File: config.mk
export PLATFORM = sky130hd
export DESIGN_NAME = subbytes_arbiter
export DESIGN_NICKNAME = d
export VERILOG_FILES = /design/src/rtl/subbytes_arbiter.sv
export SDC_FILE = /design/constraint.sdc
export NUM_CORES = 1
export LEC_CHECK = 0
export ABC_AREA = 1
export CORE_AREA = 8 8 293 295
export CTS_BUF_LIST = sky130_fd_sc_hd__clkbuf_8
export CTS_CLUSTER_DIAMETER = 150
export DETAILED_ROUTE_END_ITERATION = 6
export DIE_AREA = 0 0 301 303
export GPL_ROUTABILITY_DRIVEN = 0
export PLACE_DENSITY_LB_ADDON = 0.12
export SLEW_MARGIN = 15
export SYNTH_ARGS = -nofsm -noshare
export SYNTH_HDL_FRONTEND = slang
export SYNTH_SLANG_ARGS = --single-unit
File: constraint.sdc
create_clock -name clk -period 1.35 [get_ports clk]
set_input_delay 0.2025 -clock clk [delete_from_list [all_inputs] [get_ports clk]]
set_output_delay 0.2025 -clock clk [all_outputs]
set_load 0.01 [all_outputs]
File: src/rtl/subbytes_arbiter.sv
// Purpose : shares one registered SubBytes unit between two requesters (round-robin or fixed priority).
// Latency : grant is combinational; the result returns on rX_rvalid exactly one cycle after the accept.
// Backpres: requesters hold valid/mode/data until ready; responses carry no backpressure.
module subbytes_arbiter #(
    parameter bit PRIO_FIXED = 1'b0
) (
    input  logic         clk,
    input  logic         rst_n,

    input  logic         r0_valid,
    output logic         r0_ready,
    input  logic         r0_mode,
    input  logic [127:0] r0_data,
    output logic         r0_rvalid,
    output logic [127:0] r0_rdata,

    input  logic         r1_valid,
    output logic         r1_ready,
    input  logic         r1_mode,
    input  logic [127:0] r1_data,
    output logic         r1_rvalid,
    output logic [127:0] r1_rdata,

    output logic         sb_mode,
    output logic [127:0] sb_state,
    input  logic [127:0] sb_state_out
);

    // One request as seen by the shared unit: S-box direction plus the 128-bit state.
    typedef struct packed {
        logic         mode;
        logic [127:0] data;
    } blk_t;

    blk_t req0;
    blk_t req1;
    blk_t issue_blk;

    logic gnt0;
    logic gnt1;
    logic accept;

    // last_grant: index of the most recently accepted requester (reset 1 so r0 wins first contention).
    logic last_grant;
    // issue_valid/issue_id: which requester owns the result leaving the unit this cycle.
    logic issue_valid;
    logic issue_id;

    assign req0 = '{mode: r0_mode, data: r0_data};
    assign req1 = '{mode: r1_mode, data: r1_data};

    // Combinational grant; forced off while reset is held so nothing is issued during reset.
    always_comb begin
        gnt0 = 1'b0;
        gnt1 = 1'b0;
        if (rst_n) begin
            if (PRIO_FIXED) begin
                gnt0 = r0_valid;
                gnt1 = r1_valid & ~r0_valid;
            end else if (r0_valid && r1_valid) begin
                // Both asking: the one not served last goes now.
                gnt0 = last_grant;
                gnt1 = ~last_grant;
            end else begin
                gnt0 = r0_valid;
                gnt1 = r1_valid;
            end
        end
    end

    assign r0_ready = gnt0;
    assign r1_ready = gnt1;
    assign accept   = gnt0 | gnt1;

    // Steer the granted request into the shared unit; drive zeros when nothing is accepted.
    always_comb begin
        issue_blk = '0;
        if (gnt0) begin
            issue_blk = req0;
        end else if (gnt1) begin
            issue_blk = req1;
        end
    end

    assign sb_mode  = issue_blk.mode;
    assign sb_state = issue_blk.data;

    // Track arbitration history and the ownership of the result that appears next cycle.
    always_ff @(posedge clk or negedge rst_n) begin
        if (!rst_n) begin
            last_grant  <= 1'b1;
            issue_valid <= 1'b0;
            issue_id    <= 1'b0;
        end else begin
            issue_valid <= accept;
            if (accept) begin
                issue_id   <= gnt1;
                last_grant <= gnt1;
            end
        end
    end

    // Route the unit's output to its owner only; the other requester sees zeros.
    assign r0_rvalid = issue_valid & ~issue_id;
    assign r1_rvalid = issue_valid &  issue_id;
    assign r0_rdata  = r0_rvalid ? sb_state_out : '0;
    assign r1_rdata  = r1_rvalid ? sb_state_out : '0;

endmodule

==> results of run 1 <==
## cell usage after synthesis, drive strengths merged
| cell | n | area share |
|---|---|---|
| dfrtp | 2 | 0.013 |
| nand2 | 138 | 0.13 |
| dfstp | 1 | 0.0067 |
| a21oi | 1 | 0.0013 |
| clkbuf | 4 | 0.0038 |
| inv | 135 | 0.13 |
| nand3 | 260 | 0.33 |
| nor2 | 257 | 0.24 |
| buf | 80 | 0.14 |
## timing repair
item	CTS	global route
gates cloned	12	10
buffers inserted	15	22
pin swaps	13	28
endpoints found under the setup margin	390	390
resized for setup	617	282
## final cells by class
cell class / instances / area (sq um) / share of cell area
antenna: 10 / 25.0 / 0.00174
clock buffer: 3 / 41.3 / 0.00287
clock inverter: 1 / 3.75 / 0.000261
inverter: 135 / 524 / 0.0364
multi-input combinational: 657 / 3170 / 0.220
sequential: 3 / 76.3 / 0.00530
tap: 1070 / 1340 / 0.0930
timing repair buffer: 909 / 9220 / 0.640
## how the worst max path moves through the flow
stage               start            end  slack, ps  depth (start not counted)
2_1_floorplan    issue_id  r0_rdata[107]          3                          5
3_3_place_gp        rst_n   sb_state[89]      -1000                          8
3_5_place_dp        rst_n   sb_state[89]      -1060                          8
4_1_cts          issue_id   r1_rdata[12]       -600                          5
5_1_grt        last_grant   sb_state[83]       -620                          8
6_report       last_grant  sb_state[116]       -530                          7
## layer usage
layer,part of all wire,vias to the layer above,wire [um],track usage
met5,0.0015,-,93,0
met4,0.0095,14,602,0.0125
met3,0.10,45,6400,0.0523
met2,0.55,486,34600,0.250
met1,0.34,4246,21500,0.118
li1,-,4370,-,-
## cells in the final DEF, fill, tap and decap left out, types with 4 or more instances in the layout
cell type | synthesis | layout
buf_12 | 0 | 45
buf_16 | 0 | 8
buf_2 | 50 | 86
buf_4 | 5 | 71
buf_6 | 24 | 37
buf_8 | 0 | 7
bufbuf_16 | 0 | 6
clkbuf_16 | 0 | 9
clkbuf_2 | 0 | 16
clkdlybuf4s15_2 | 0 | 8
clkdlybuf4s50_1 | 0 | 398
diode_2 | 0 | 10
dlygate4sd2_1 | 0 | 183
dlymetal6s2s_1 | 0 | 33
inv_1 | 133 | 132
nand2_1 | 137 | 114
nand2_2 | 1 | 18
nand2_8 | 0 | 4
nand3_1 | 260 | 226
nand3_2 | 0 | 31
nor2_1 | 257 | 244
nor2_2 | 0 | 9
nor2_4 | 0 | 4
## logic make-up (layout without fill, tap and decap cells)
group | count (synthesis) | after routing
and+or+nand+nor | 655 | 656
AOI/OAI and AO/OA | 1 | 1
other | 0 | 10
DFF | 3 | 3
buffers and inverters | 219 | 1048
## registers in the layout, summed over array words and instances (netlist names)
name / count
issue_id: 1
last_grant: 1
issue_valid: 1
## power groups by stage
stage	registers [mW]	clock network, mW	logic, mW
after floorplan	0.110	0	1.60
after global placement	0.110	0	5.30
after detailed placement	0.110	0	5.28
after CTS	0.112	0.261	5.33
after global routing	0.112	0.277	5.90
final	0.112	0.256	5.50
==> run summary, run 1 <==
clock buffer depth: 2
final hold violation count: 0
I/O pin count: 779
f_max: 0.532 GHz
WP buf/inv: 4
PnR worst setup slack: -529 ps
Port Buffers: 778
total iterations of the first detailed-routing run: 4
worst skew pair latency: 220 ps
Layout Cells excl Fill: 2788
drt first-iter violations: 332
post-route ant nets: 0
syn_nets: 1268
post-synthesis average cell area: 4.50 sq um
Cells after DPL: 2716
DP HPWL: 54100 um
final instance area: 14400 sq um
DRC: 0
sequential power share: 0.019
Post-Synth Adder-Cell Area: 0
Clock H-tree levels: 1
hold_buf cts: 0
CP required: 1150 ps
first-pass GRT wire length: 80200 um
area share of xor/xnor cells in the synthesized design: 0
post-synthesis simple-gate area fraction: 0.705
Core Rows: 105
root buffer cell: clkbuf_8
Max Fanout on Critical Path: 7
power share of the combinational group: 0.937
multiplexer share of the synthesized area: 0
Pwr Total: 5.87 mW
final wirelength: 63200 um
register area share after synthesis: 0.0193
Via density: 3.29
r2r startpoint: last_grant
slowest stage cell, crit path: dfstp_2
Arr. time, crit path: 1680 ps
Worst path top cell family by delay: buffers and inverters
P_leak: 7.99 nW
final core occ: 0.177
HP Class: in -> async
Post-Synthesis Cells: 878
status: complete, but fails checks
WHS: 143 ps
Startpoint Class: flop
pre-CTS setup slack: -1060 ps
CP endpoint kind: output pin
Inserted Clock Buffers: 3
fraction of layout cells with a size suffix above 1: 0.218
max-slew violations: 0
placed inst area: 13500 sq um
largest family of logic cells by synthesized area: simple AND/OR/NAND/NOR gates
total power per unit cell area: 408 nW/um^2
final net count: 2099
Synth cell types: 14
Crit path top cell by count: buf_12
Area Overhead vs Synth: 264%
Ys Warns: 0
compound-gate portion of the synthesized area: 0.00127
die height: 303 um
Tightest Pin Transition: 256 ps
Post-Syn Area: 3950 sq um
drt wl/cell: 22.7 um
Fillers: 9455
setup TNS: -149700 ps
largest net degree at the start of global routing: 42
Tmin final: 1880 ps
P_sw: 2.66 mW
initial antenna violation count: 26
worst reg2reg path depth: 6
period utilization: 1.39
reg-to-reg endpoint: issue_id
core area: 81200 sq um
DIE AREA: 91200 sq um
vias in the first global route: 9762
proportion of power drawn by the clock network: 0.044
Vias: 9161
Sw Share: 0.453
Worst VDD drop: 209 uV
max_slew headroom: 0.829
CTS tree: built
die width: 301 um
TritonCTS Sinks: 3
reg-to-reg slack, setup: 20 ps
Clock Skew: 0.0614 ps
Internal Power: 3.21 mW
violated checks: negative setup slack
CP Class: reg -> out
Starting Density: 0.0487
gr usage total: 0.124
Max Cap Viol: 0
Synth Register Bits: 3
unrepaired setup endpoints after global routing: true
crit-path cells: inv_2 > nand2_8 > buf_12 > buf_12 > nand3_1 > nand2_1 > dlygate4sd2_1
grt total ovfl: 0
Finish-stage setup viols: 388
Max stage delay on crit path: 540 ps
Clock transition at path regs: 30 ps
Power figures use the tool's default switching activity.
==> run 2: changes to the inputs <==
--- a/config.mk
+++ b/config.mk
@@ -13,6 +13,7 @@
 export DIE_AREA = 0 0 301 303
 export GPL_ROUTABILITY_DRIVEN = 0
 export PLACE_DENSITY_LB_ADDON = 0.12
+export SKIP_LAST_GASP = 1
 export SLEW_MARGIN = 15
 export SYNTH_ARGS = -nofsm -noshare
 export SYNTH_HDL_FRONTEND = slang
==> run summary, run 2 (synthesized netlist as in run 1, its figures left out) <==
max-slew violations: 0 (unchanged)
clock buffer depth: 2 (unchanged)
total iterations of the first detailed-routing run: 5 (+1)
final instance area: 14100 sq um (-2.0%)
WHS: 145 ps (+2.16 ps)
unrepaired setup endpoints after global routing: true
Area Overhead vs Synth: 257%
P_sw: 2.54 mW (-4.5%)
CP required: 1150 ps (about the same)
Starting Density: 0.0487 (unchanged)
proportion of power drawn by the clock network: 0.045 (about the same)
core area: 81200 sq um (unchanged)
vias in the first global route: 9770 (+0.082%)
PnR worst setup slack: -571 ps (-41.9 ps)
Sw Share: 0.448 (-0.00479)
largest net degree at the start of global routing: 42 (unchanged)
Tmin final: 1920 ps (+41.9 ps)
Cells after DPL: 2716 (unchanged)
met1 usage: 0.118 (-0.000384)
CP Class: reg -> out
Finish-stage setup viols: 388 (unchanged)
status: complete, but fails checks
max_slew headroom: 0.829 (about the same)
busiest layer in global routing: met2
placed inst area: 13500 sq um (unchanged)
HP Class: in -> async
DP HPWL: 54100 um (unchanged)
Inserted Clock Buffers: 3 (unchanged)
CP endpoint kind: output pin
I/O pin count: 779 (unchanged)
commonest non-fill, non-tap cell in the layout: clkdlybuf4s50_1
Vias: 9026 (-1.5%)
DIE AREA: 91200 sq um (unchanged)
most frequent cells in the layout: clkdlybuf4s50_1 (427), nand3_1 (255), nor2_1 (255)
Arr. time, crit path: 1720 ps (+40 ps)
die width: 301 um (unchanged)
TritonCTS Sinks: 3 (unchanged)
Worst VDD drop: 221 uV (+6.0%)
power share of the combinational group: 0.935 (-0.002)
r2r startpoint: last_grant
Startpoint Class: flop
Via density: 3.27 (-0.55%)
violated checks: negative setup slack
GR Util met2: 0.249 (-0.00119)
fraction of layout cells with a size suffix above 1: 0.156 (-0.0628)
final net count: 2075 (-1.1%)
drt first-iter violations: 333 (+0.30%)
setup TNS: -157790 ps (-8090 ps)
initial antenna violation count: 27 (+3.8%)
CTS tree: built
Fillers: 9438 (-0.18%)
CP Launch Point: last_grant
Top Registers: issue_id (1), issue_valid (1), last_grant (1)
period utilization: 1.42 (+0.0310)
Tightest Pin Transition: 255 ps (-0.219 ps)
gr usage total: 0.124 (about the same)
die height: 303 um (unchanged)
worst skew pair latency: 220 ps (about the same)
sequential power share: 0.020 (about the same)
Port Buffers: 778 (unchanged)
final wirelength: 62000 um (-1.9%)
routing usage on met3: 0.0531 (+0.000784)
post-route ant nets: 0 (unchanged)
Clock Skew: 1.21 ps (+1.15 ps)
Internal Power: 3.13 mW (-2.6%)
first-pass GRT wire length: 80200 um (about the same)
Clock H-tree levels: 1 (unchanged)
final hold violation count: 0 (unchanged)
DRC: 0 (unchanged)
Max Fanout on Critical Path: 10 (+3)
P_leak: 7.74 nW (-3.2%)
total power per unit cell area: 402 nW/um^2 (-1.5%)
f_max: 0.521 GHz (-2.2%)
grt total ovfl: 0 (unchanged)
Max Cap Viol: 0 (unchanged)
Layout Cells excl Fill: 2762 (-0.93%)
root buffer cell: clkbuf_8
Clock transition at path regs: 30 ps (about the same)
drt wl/cell: 22.5 um (-0.94%)
Core Rows: 105 (unchanged)
==> run 2: path summary, 6_finish.rpt <==
| kind | end | slack, ps | cells past startpoint |
|---|---|---|---|
| worst max-delay path | sb_state[23] | -570 | 7 |
| worst min-delay path | issue_valid | 140 | 2 |
| worst max register to register | issue_id | 40 | 6 |
| worst min register to register | last_grant | 620 | 3 |
| max in group asynchronous | last_grant | 1020 | 2 |
| min in group clk | issue_valid | 570 | 4 |
==> run 2: stage by stage <==
stage,power (mW),setup slack [ps],utilization
detailed placement,5.39,-1060,0.166
global route,6.09,-642,0.173
finish,5.67,-571,0.174
global placement,5.41,-1000,0.166
CTS,5.72,-612,0.172
floorplan,1.70,2.73,-
==> run 2: power groups by stage <==
stage               sequential (mW)  clock [mW]  combinational (mW)
floorplan                     0.110           0                1.60
global placement              0.110           0                5.30
detailed placement            0.110           0                5.28
CTS                           0.111       0.261                5.35
global route                  0.111       0.277                5.70
finish                        0.111       0.257                5.30
==> run 2: repair_timing <==
action,CTS,global route
gates cloned,12,4
hold buffers,0,0
pin swaps,7,8
resized for setup,501,161
setup endpoints to repair,390,390
setup buffers,15,3
==> run 2: layout make-up <==
cell class                      count  area [sq um]  area share
Clock buffer                        3          41.3     0.00293
Clock inverter                      1          3.75    0.000266
Multi-Input combinational cell    656          2940       0.208
Antenna cell                        8          20.0     0.00142
Sequential cell                     3          76.3     0.00541
Inverter                          135           524      0.0372
Tap cell                         1070          1340      0.0949
Timing Repair Buffer              886          9160       0.649
==> run 2: metal layers <==
metal / wire (um) / vias up
li1: - / 4314
met1: 20600 / 4148
met2: 33900 / 495
met3: 6490 / 55
met4: 905 / 14
met5: 93 / -
==> run 2: worst max-delay path, cell delays in order, from the launching register on <==
cell           delay (ps)
dfstp_2               540
buf_6                 120
nand2_8               100
buf_4                 170
buf_12                130
nand3_1                70
nand2_1                60
dlygate4sd2_1         290
